### src/rtl/mram_if_pkg.sv
// Shared constants and types for the host-side serializer and the MRAM datapath.
package mram_if_pkg;

  localparam int MRAM_ADDR_W      = 20;
  localparam int MRAM_DATA_W      = 16;
  localparam int MRAM_ACCESS_WAIT = 8;
  localparam int MRAM_READ_LAT    = 2;

  typedef enum logic [2:0] {
    ST_IDLE,
    ST_SETUP,
    ST_SHIFT,
    ST_WAIT,
    ST_CAPTURE,
    ST_DONE
  } host_state_e;

endpackage

### src/rtl/mram_piso.sv
// Loadable parallel-in/serial-out shift register, LSB first, zero-filled from the top.
module mram_piso #(
  parameter int W = 16
) (
  input  logic         clk,
  input  logic         rst,
  input  logic         load,
  input  logic         shift_en,
  input  logic [W-1:0] din,
  output logic         sout
);

  logic [W-1:0] sr;

  // Load has priority; each shift exposes the next bit at sout.
  always_ff @(posedge clk or posedge rst) begin
    // NOTE: sequential state uses non-blocking assignments so every flop samples pre-edge values.
    if (rst)           sr <= '0;
    else if (load)     sr <= din;
    else if (shift_en) sr <= sr >> 1;
  end

  assign sout = sr[0];

endmodule

### src/rtl/mram_serial_host_if.sv
// Word-level command interface that frames, serializes and de-serializes MRAM accesses.
module mram_serial_host_if
  import mram_if_pkg::*;
#(
  parameter int ADDR_W      = MRAM_ADDR_W,
  parameter int DATA_W      = MRAM_DATA_W,
  parameter int ACCESS_WAIT = MRAM_ACCESS_WAIT,
  parameter int READ_LAT    = MRAM_READ_LAT
) (
  input  logic              clk,
  input  logic              rst,
  input  logic              cmd_valid,
  output logic              cmd_ready,
  input  logic              cmd_write,
  input  logic [ADDR_W-1:0] cmd_addr,
  input  logic [DATA_W-1:0] cmd_data,
  output logic              addr_in,
  output logic              data_in,
  output logic              read_write_sel,
  input  logic              ser_data_out,
  output logic [DATA_W-1:0] rd_data,
  output logic              rd_valid,
  output logic              wr_done,
  output logic              busy
);

  localparam int CNT_MAX = (ACCESS_WAIT > ADDR_W) ? ACCESS_WAIT : ADDR_W;
  localparam int CNT_W   = $clog2(CNT_MAX + 1);

  host_state_e       state, state_next;
  logic [CNT_W-1:0]  cnt, cnt_next;
  logic [CNT_W-1:0]  wait_last;
  logic              wr_q;
  logic [DATA_W-1:0] cap, cap_next;
  logic              accept, shift_en, addr_bit, data_bit;

  assign accept    = cmd_valid && cmd_ready;
  assign shift_en  = (state_next == ST_SHIFT);
  assign wait_last = wr_q ? CNT_W'(ACCESS_WAIT - 1) : CNT_W'(READ_LAT - 1);
  assign cap_next  = {ser_data_out, cap[DATA_W-1:1]};

  // Address and data serializers; reads load zeros so data_in stays low.
  mram_piso #(.W(ADDR_W)) u_addr_piso (
    .clk(clk), .rst(rst), .load(accept), .shift_en(shift_en),
    .din(cmd_addr), .sout(addr_bit)
  );

  mram_piso #(.W(DATA_W)) u_data_piso (
    .clk(clk), .rst(rst), .load(accept), .shift_en(shift_en),
    .din(cmd_write ? cmd_data : '0), .sout(data_bit)
  );

  // State and phase counter register.
  always_ff @(posedge clk or posedge rst) begin
    if (rst) begin
      state <= ST_IDLE;
      cnt   <= '0;
    end else begin
      state <= state_next;
      cnt   <= cnt_next;
    end
  end

  // Next-state and phase counting.
  always_comb begin
    // NOTE: defaults first so no path through the case leaves a signal unassigned (no latch).
    state_next = state;
    cnt_next   = cnt;
    unique case (state)
      ST_IDLE:    if (accept) state_next = ST_SETUP;
      ST_SETUP: begin
        state_next = ST_SHIFT;
        cnt_next   = '0;
      end
      ST_SHIFT: begin
        if (cnt == CNT_W'(ADDR_W - 1)) begin
          state_next = ST_WAIT;
          cnt_next   = '0;
        end else begin
          cnt_next = cnt + 1'b1;
        end
      end
      ST_WAIT: begin
        if (cnt == wait_last) begin
          state_next = wr_q ? ST_DONE : ST_CAPTURE;
          cnt_next   = '0;
        end else begin
          cnt_next = cnt + 1'b1;
        end
      end
      ST_CAPTURE: begin
        if (cnt == CNT_W'(DATA_W - 1)) begin
          state_next = ST_DONE;
          cnt_next   = '0;
        end else begin
          cnt_next = cnt + 1'b1;
        end
      end
      ST_DONE:    state_next = ST_IDLE;
      default:    state_next = ST_IDLE;
    endcase
  end

  // Latch the command direction at accept so later cmd_* changes cannot disturb the frame.
  always_ff @(posedge clk or posedge rst) begin
    if (rst)         wr_q <= 1'b0;
    else if (accept) wr_q <= cmd_write;
  end

  // Inline SIPO: shifts in from the top so the first sample lands in bit 0.
  always_ff @(posedge clk or posedge rst) begin
    // NOTE: this register is reset so an aborted read can never leak stale bits into rd_data.
    if (rst)                        cap <= '0;
    else if (state == ST_CAPTURE)   cap <= cap_next;
  end

  // Registered outputs, derived from the state being entered.
  always_ff @(posedge clk or posedge rst) begin
    if (rst) begin
      cmd_ready      <= 1'b0;
      busy           <= 1'b0;
      read_write_sel <= 1'b0;
      addr_in        <= 1'b0;
      data_in        <= 1'b0;
      wr_done        <= 1'b0;
      rd_valid       <= 1'b0;
      rd_data        <= '0;
    end else begin
      cmd_ready      <= (state_next == ST_IDLE);
      busy           <= (state_next != ST_IDLE);
      read_write_sel <= (state_next == ST_IDLE) ? 1'b0 : (accept ? cmd_write : wr_q);
      addr_in        <= shift_en ? addr_bit : 1'b0;
      data_in        <= shift_en ? data_bit : 1'b0;
      wr_done        <= (state_next == ST_DONE) &&  wr_q;
      rd_valid       <= (state_next == ST_DONE) && !wr_q;
      if (state == ST_CAPTURE && state_next == ST_DONE) rd_data <= cap_next;
    end
  end

endmodule

### config.mk
export PLATFORM = sky130hd
export DESIGN_NAME = mram_serial_host_if
export DESIGN_NICKNAME = d
export VERILOG_FILES = /design/src/rtl/mram_if_pkg.sv /design/src/rtl/mram_piso.sv /design/src/rtl/mram_serial_host_if.sv
export SDC_FILE = /design/constraint.sdc
export NUM_CORES = 1
export LEC_CHECK = 0
export CAP_MARGIN = 40
export CORE_UTILIZATION = 55
export CTS_BUF_LIST = sky130_fd_sc_hd__clkbuf_8
export DETAILED_ROUTE_END_ITERATION = 6
export GPL_ROUTABILITY_DRIVEN = 1
export PLACE_DENSITY = 0.87
export SLEW_MARGIN = 0
export SYNTH_ARGS = -nofsm -noshare
export SYNTH_HDL_FRONTEND = slang
export SYNTH_SLANG_ARGS = --single-unit
### constraint.sdc
create_clock -name clk -period 3.1 [get_ports clk]
set_input_delay 0.62 -clock clk [delete_from_list [all_inputs] [get_ports clk]]
set_output_delay 0.62 -clock clk [all_outputs]
set_load 0.03 [all_outputs]
==> flow_summary.toml, run 1 <==
[cells_and_area]
final_nets = 439
area_used_by_multi_input_combinational_logic_um2 = 1470
inserted_diodes = 0
flow.area_growth_from_synthesis_pct = 23.1
utilization_pct = 71.1
filler_cell_count = 448
layout-drive-gt1-share_pct = 13.5
register_area_um2 = 2080

[setup_path]
timing.setup.critical_path_class = "flop to flop"
reg2reg_slack_ns = 0.80
timing.reg2reg.worst_path_depth = 6
critPathLaunchType = "flop"
path_max_fanout = 34
required_ns = 3.35
crit_path_end_kind = "flop"
critical_path.reg2reg.startpoint = "cnt[2]$_DFFE_PP0P_"
timing.rr.end = "u_addr_piso.sr[2]$_DFFE_PP0P_"
worst_path_arrival_time_ns = 2.55

[clock_tree]
clk_latency_ns = 0.37
ctsRootBufferMaster = "sky130_fd_sc_hd__clkbuf_8"
cts-resized-gates = 0
cts_tree = "done"
cts-root-to-sink-buffers = 2
holdBufCountCts = 0
cts.repair_timing.setup_buffer_count = 0
cts_htree_levels = 3
cts.clk_slew.worst_paths_ns = 0.09
cts_made_buffers = 9
cts_sinks = 83

[drt]
number_of_detailed_route_iterations_in_the_first_pass = 7
routed-via-count = 2765
route.final.wire_length_um = 7710
dr.first_iter.drc_count = 161
route.detailed.vias_per_inst = 5.80
wl_per_cell_um = 16.2
final_antenna_net_count = 0
route.detailed.drc = 4

[flow_run]
maxCapViolations = 0

[pwr]
powerDensity_nw_per_um2 = 773
power_frac_seq_pct = 42.5
clock_power_share_pct = 22.5
peakVddDrop_v = 0.000431
comb_power_share_pct = 35.0
net_switching_power_mw = 1.30
power.switching_fraction_pct = 36.8
power_leakage_nw = 2.18
internal_power_mw = 2.23

[timing]
final.period_utilization_pct = 74.2
fmax_mhz = 435
fin_setup_tns_ns = 0
final-hold-violation-count = 0
final.min_clock_period_ns = 2.30
setup_viol_count_final = 0
setup_repair_after_global_routing_missed_its_margin = "no"
slew_viol_final = 0
finClkSkew_ns = 0.0112
relSlewSlack_pct = 50.4
max_slew.worst_pin.slew_ns = 0.744

[grt]
first_global_vias = 2884
global_route.overflow_total = 0
grt_antenna_before_repair = 0
grt_util_all_layers_pct = 24.4
grt_first_pass_wirelength_um = 13300
largest_net_degree_at_the_start_of_global_routing = 48

[synthesis]
ys_ff_latch = 83
mappedNetlistNets = 384
netlist-cell-type-count = 41
async_reset_ff_share_pct = 100
synth_enable_flop_cells = 0
syn_avg_cell_area_um2 = 10.9
synthesis.area_um2 = 3710
syn-instance-count = 340
postSynth.topFlopCell = "sky130_fd_sc_hd__dfrtp_1"
synth.yosys.warnings = 0
synth_seq_area_share_pct = 56.0

[floorplanning]
die_w_um = 84.1
pin_count = 64
initial_core_util_pct = 57.7
full_die_area_um2 = 7070
core_area_um2 = 6420
floorplan.die.height_um = 84.1
placement_rows = 29

[run_status]
violated_checks = "DRC"
outcome = "finished with violations"

[placed_design]
placement.io_buffers = 63
gp_congestion = 0.802
dp.final_hpwl_um = 5170

[min_path]
timing.hold.worst_path_depth = 1
hold_path_end = "rd_data[10]$_DFFE_PP0P_"
worstHoldStart = "rd_data[10]$_DFFE_PP0P_"
min-delay-path-class = "flop to flop"
[worst max-delay path by stage]
stage | startpoint | end
finish | cnt[2]$_DFFE_PP0P_ | u_addr_piso.sr[2]$_DFFE_PP0P_
global route | cnt[1]$_DFFE_PP0P_ | u_data_piso.sr[3]$_DFFE_PP0P_
CTS | cnt[2]$_DFFE_PP0P_ | u_addr_piso.sr[2]$_DFFE_PP0P_
detailed placement | cmd_valid | u_addr_piso.sr[12]$_DFFE_PP0P_
global placement | cmd_valid | u_addr_piso.sr[17]$_DFFE_PP0P_
floorplan | rst | addr_in$_DFF_PP0_
[per-stage QoR]
step           total power, mW  cell area, um^2  hold slack, ns  worst slack, ns  std cells
6_report                  3.53             4560           0.513            0.799        477
5_1_grt                   3.76             4560           0.532            0.645        477
4_1_cts                   3.53             4560           0.515            0.826        477
3_5_place_dp              2.74             4370           0.495            0.738        461
3_3_place_gp              2.68             4370           0.487            0.815        461
2_1_floorplan             2.44             3710           0.464            0.343        340
[Yosys cell counts, types with 2 or more instances]
master                     instances  area (um^2)
sky130_fd_sc_hd__a221o_1           2         20.0
sky130_fd_sc_hd__nand2b_1          2         12.5
sky130_fd_sc_hd__dfrtp_1          83         2080
sky130_fd_sc_hd__and3_1            7         43.8
sky130_fd_sc_hd__a21oi_1          17         85.1
sky130_fd_sc_hd__o22ai_1           2         12.5
sky130_fd_sc_hd__ha_1              3         37.5
sky130_fd_sc_hd__nand3_1           2         10.0
sky130_fd_sc_hd__buf_4             2         15.0
sky130_fd_sc_hd__a211o_1          13          114
sky130_fd_sc_hd__o211a_1           2         20.0
sky130_fd_sc_hd__mux2_2           29          327
sky130_fd_sc_hd__a21o_1            2         15.0
sky130_fd_sc_hd__clkbuf_1         14         52.6
sky130_fd_sc_hd__or3_1            16          100
sky130_fd_sc_hd__nor2b_1           2         12.5
sky130_fd_sc_hd__nand2_1          57          214
sky130_fd_sc_hd__nor2_1            3         11.3
sky130_fd_sc_hd__o21ai_0           9         45.0
sky130_fd_sc_hd__o211ai_1         19          143
sky130_fd_sc_hd__nor3_1           16         80.1
sky130_fd_sc_hd__inv_1            10         37.5
sky130_fd_sc_hd__and2_1            3         18.8
sky130_fd_sc_hd__buf_2             6         30.0
sky130_fd_sc_hd__buf_6             2         22.5
sky130_fd_sc_hd__nor3b_1           2         15.0
[layer usage]
metal	vias to the layer above	track usage, %	routed length [um]
met2	75	40.2	3970
met3	11	6.13	383
li1	1311	-	-
met5	-	0	0
met1	1368	30.8	3220
met4	0	10.7	137
[logic make-up (layout without fill, tap and decap cells)]
group | after synthesis | after routing | synth area share (%)
AOI/OAI and AO/OA | 74 | 74 | 14.3
xor gates and xnor gates | 1 | 1 | 0.236
adders and majority gates | 3 | 3 | 1.01
buffers and inverters | 35 | 95 | 4.35
DFF | 83 | 83 | 56.0
muxes | 30 | 30 | 9.08
and+or+nand+nor | 114 | 114 | 15.0
[critical path, cell delays in order, from the launching register on]
cell and delay (ns):
sky130_fd_sc_hd__dfrtp_1 0.44, sky130_fd_sc_hd__and3_1 0.20, sky130_fd_sc_hd__o211a_1 0.25, sky130_fd_sc_hd__a211o_4 0.50
sky130_fd_sc_hd__inv_2 0.32, sky130_fd_sc_hd__nand2_1 0.15, sky130_fd_sc_hd__a221o_1 0.32
[power by group through the flow]
| stage | logic [mW] | clock network (mW) | registers, mW |
|---|---|---|---|
| after floorplan | 0.927 | 0 | 1.52 |
| after global placement | 1.17 | 0 | 1.50 |
| after detailed placement | 1.23 | 0 | 1.51 |
| after CTS | 1.24 | 0.800 | 1.50 |
| after global routing | 1.38 | 0.850 | 1.53 |
| final | 1.24 | 0.794 | 1.50 |
[state kept, by name, indices dropped and copies added, names as in the netlist, 3 cells and up]
| name | count |
|---|---|
| cnt | 5 |
| rd_data | 16 |
| u_addr_piso.sr | 20 |
| state | 3 |
| cap | 15 |
| u_data_piso.sr | 16 |
[layout by cell type, fill, tap and decap left out, types with 3 or more instances in the layout]
cell	n
sky130_fd_sc_hd__a211o_1	13
sky130_fd_sc_hd__inv_1	10
sky130_fd_sc_hd__buf_4	4
sky130_fd_sc_hd__a21oi_1	17
sky130_fd_sc_hd__inv_6	3
sky130_fd_sc_hd__dfrtp_1	83
sky130_fd_sc_hd__and3_1	7
sky130_fd_sc_hd__o211ai_1	19
sky130_fd_sc_hd__ha_1	3
sky130_fd_sc_hd__nor2_1	3
sky130_fd_sc_hd__clkdlybuf4s50_1	63
sky130_fd_sc_hd__nor3_1	16
sky130_fd_sc_hd__clkbuf_8	9
sky130_fd_sc_hd__mux2_2	29
sky130_fd_sc_hd__o21ai_0	8
sky130_fd_sc_hd__and2_1	3
sky130_fd_sc_hd__or3_1	16
sky130_fd_sc_hd__nand2_1	57
[layout make-up]
class	instances	area share, %
clock buffer	9	2.71
inverter	11	0.932
sequential	83	45.5
tap	77	2.11
multi-input combinational	222	32.2
timing repair buffer	68	14.9
clock inverter	7	1.64
Power figures use the tool's default switching activity.
==> run 2: changes to the inputs <==
CORE_UTILIZATION = 49   (was 55)
PLACE_DENSITY = 0.82   (was 0.87)
clock period = 2 ns   (was 3.1 ns; I/O delays follow)
==> run 2 against run 1 <==
Compared with the run above:
- the flow finishes with violations (setup timing)
- count of clock-buffer cells in the layout did not move
- via count rose by 4.3%
- power rose by 68%
==> flow_summary.toml, run 2 (synthesis gave the netlist of run 1 again) <==
[drt]
route.final.wire_length_um = 7760
route.detailed.vias_per_inst = 5.56
number_of_detailed_route_iterations_in_the_first_pass = 4
routed-via-count = 2885
final_antenna_net_count = 0
route.detailed.drc = 0
wl_per_cell_um = 15.0
dr.first_iter.drc_count = 161

[floorplanning]
floorplan.die.height_um = 89.0
pin_count = 64
full_die_area_um2 = 7920
initial_core_util_pct = 50.8
die_w_um = 89.0
core_area_um2 = 7290
placement_rows = 31

[timing]
fin_setup_tns_ns = -0.00427
slew_viol_final = 0
final.period_utilization_pct = 100
setup_slack_ns = -0.00427
relSlewSlack_pct = 59.8
setup_repair_after_global_routing_missed_its_margin = "yes"
fmax_mhz = 499
final.min_clock_period_ns = 2.00
fin_worst_hold_slack_ns = 0.512
final-hold-violation-count = 0
setup_viol_count_final = 1
max_slew.worst_pin.slew_ns = 0.603
finClkSkew_ns = 0.00682

[min_path]
worstHoldStart = "rd_data[0]$_DFFE_PP0P_"
timing.hold.worst_path_depth = 1
hold_path_end = "rd_data[0]$_DFFE_PP0P_"
min-delay-path-class = "flop to flop"

[clock_tree]
ctsRootBufferMaster = "sky130_fd_sc_hd__clkbuf_8"
holdBufCountCts = 0
cts_tree = "done"
cts_htree_levels = 3
cts-root-to-sink-buffers = 2
cts_sinks = 83
clk_latency_ns = 0.35
cts.clk_slew.worst_paths_ns = 0.08
cts_made_buffers = 9

[cells_and_area]
utilization_pct = 66.1
flow.area_growth_from_synthesis_pct = 30.0
top_regs = "u_addr_piso.sr x20, rd_data x16, u_data_piso.sr x16"
filler_cell_count = 558
reg_with_most_ffs = "u_addr_piso.sr"
largest_register_ffs = 20
layout.cells.most_common = "sky130_fd_sc_hd__dfrtp_1"
final_cell_mix = "sky130_fd_sc_hd__dfrtp_1 (83), sky130_fd_sc_hd__clkdlybuf4s50_1 (63), sky130_fd_sc_hd__nand2_1 (57)"
inserted_diodes = 0
layout-drive-gt1-share_pct = 18.8
finalInstanceArea_um2 = 4820
final_nets = 460

[setup_path]
critPathLaunchType = "flop"
required_ns = 2.25
timing.rr.end = "u_addr_piso.sr[10]$_DFFE_PP0P_"
timing.setup.critical_path_class = "flop to flop"
critical_path.reg2reg.startpoint = "cnt[2]$_DFFE_PP0P_"
path_max_fanout = 10
worst_path_arrival_time_ns = 2.26
crit_path_end_kind = "flop"
reg2reg_slack_ns = -0.004
timing.reg2reg.worst_path_depth = 6

[run_status]
outcome = "finished with violations"
violated_checks = "setup timing"

[grt]
grt_first_pass_wirelength_um = 12800
grt_antenna_before_repair = 0
largest_net_degree_at_the_start_of_global_routing = 84
first_global_vias = 2776
global_route.overflow_total = 0
grt_util_all_layers_pct = 21.3

[placed_design]
place_area_um2 = 4530
placement.io_buffers = 63
gp_congestion = 0.828
dp.final_hpwl_um = 5180

[pwr]
powerDensity_nw_per_um2 = 1230
power_leakage_nw = 2.30
peakVddDrop_v = 0.000657
report.power.total_mw = 5.92

[flow_run]
maxCapViolations = 0
[run 2: how the worst max path moves through the flow]
stage	slack, ns	end	from	cells after the start
after floorplan	0.13	u_addr_piso.sr[2]$_DFFE_PP0P_	cnt[2]$_DFFE_PP0P_	7
after global placement	0.04	u_addr_piso.sr[12]$_DFFE_PP0P_	cnt[2]$_DFFE_PP0P_	6
after detailed placement	-0.02	u_data_piso.sr[9]$_DFFE_PP0P_	cnt[1]$_DFFE_PP0P_	7
after CTS	0.02	u_addr_piso.sr[12]$_DFFE_PP0P_	cnt[2]$_DFFE_PP0P_	6
after global routing	-0.05	u_addr_piso.sr[15]$_DFFE_PP0P_	cnt[3]$_DFFE_PP0P_	6
final	-0.004	u_addr_piso.sr[10]$_DFFE_PP0P_	cnt[2]$_DFFE_PP0P_	6
[run 2: per-stage QoR]
stage | std cells | setup WS [ns]
global route | 519 | -0.0534
floorplan | 340 | 0.133
detailed placement | 497 | -0.0207
global placement | 497 | 0.0365
CTS | 513 | 0.0151
finish | 519 | -0.00427
[run 2: cell type report]
| type | count | area, um^2 | area share, % |
|---|---|---|---|
| sequential | 83 | 2080 | 43.1 |
| clock inverter | 6 | 90.1 | 1.87 |
| inverter | 11 | 45.0 | 0.935 |
| timing repair buffer | 89 | 867 | 18.0 |
| clock buffer | 9 | 124 | 2.57 |
| multi-input combinational | 222 | 1490 | 31.0 |
| tap | 99 | 124 | 2.57 |
[run 2: metal layers]
metal | wire [um] | global-route usage [%] | up-vias
met5 | 0 | 0 | -
met4 | 162 | 9.09 | 0
met3 | 328 | 3.69 | 17
met2 | 3890 | 35.7 | 90
met1 | 3380 | 27.5 | 1412
li1 | - | - | 1366
[run 2: repair_timing]
action,4_1_cts,5_1_grt
pin swaps,1,5
setup buffers,1,6
endpoints found under the hold margin,0,0
endpoints found under the setup margin,20,31
gates resized for setup,1,5
[run 2: critical path: stages (launching register included)]
cell                       delay, ns
sky130_fd_sc_hd__dfrtp_1        0.44
sky130_fd_sc_hd__and3_4         0.20
sky130_fd_sc_hd__o211a_1        0.22
sky130_fd_sc_hd__a211o_4        0.40
sky130_fd_sc_hd__buf_6          0.15
sky130_fd_sc_hd__or3_1          0.38
sky130_fd_sc_hd__o211ai_1       0.11
[run 2: report_power, final]
part,total (mW),switching [mW],internal [mW]
combinational,2.29,1.24,1.06
clock,1.29,0.594,0.700
sequential,2.33,0.237,2.09
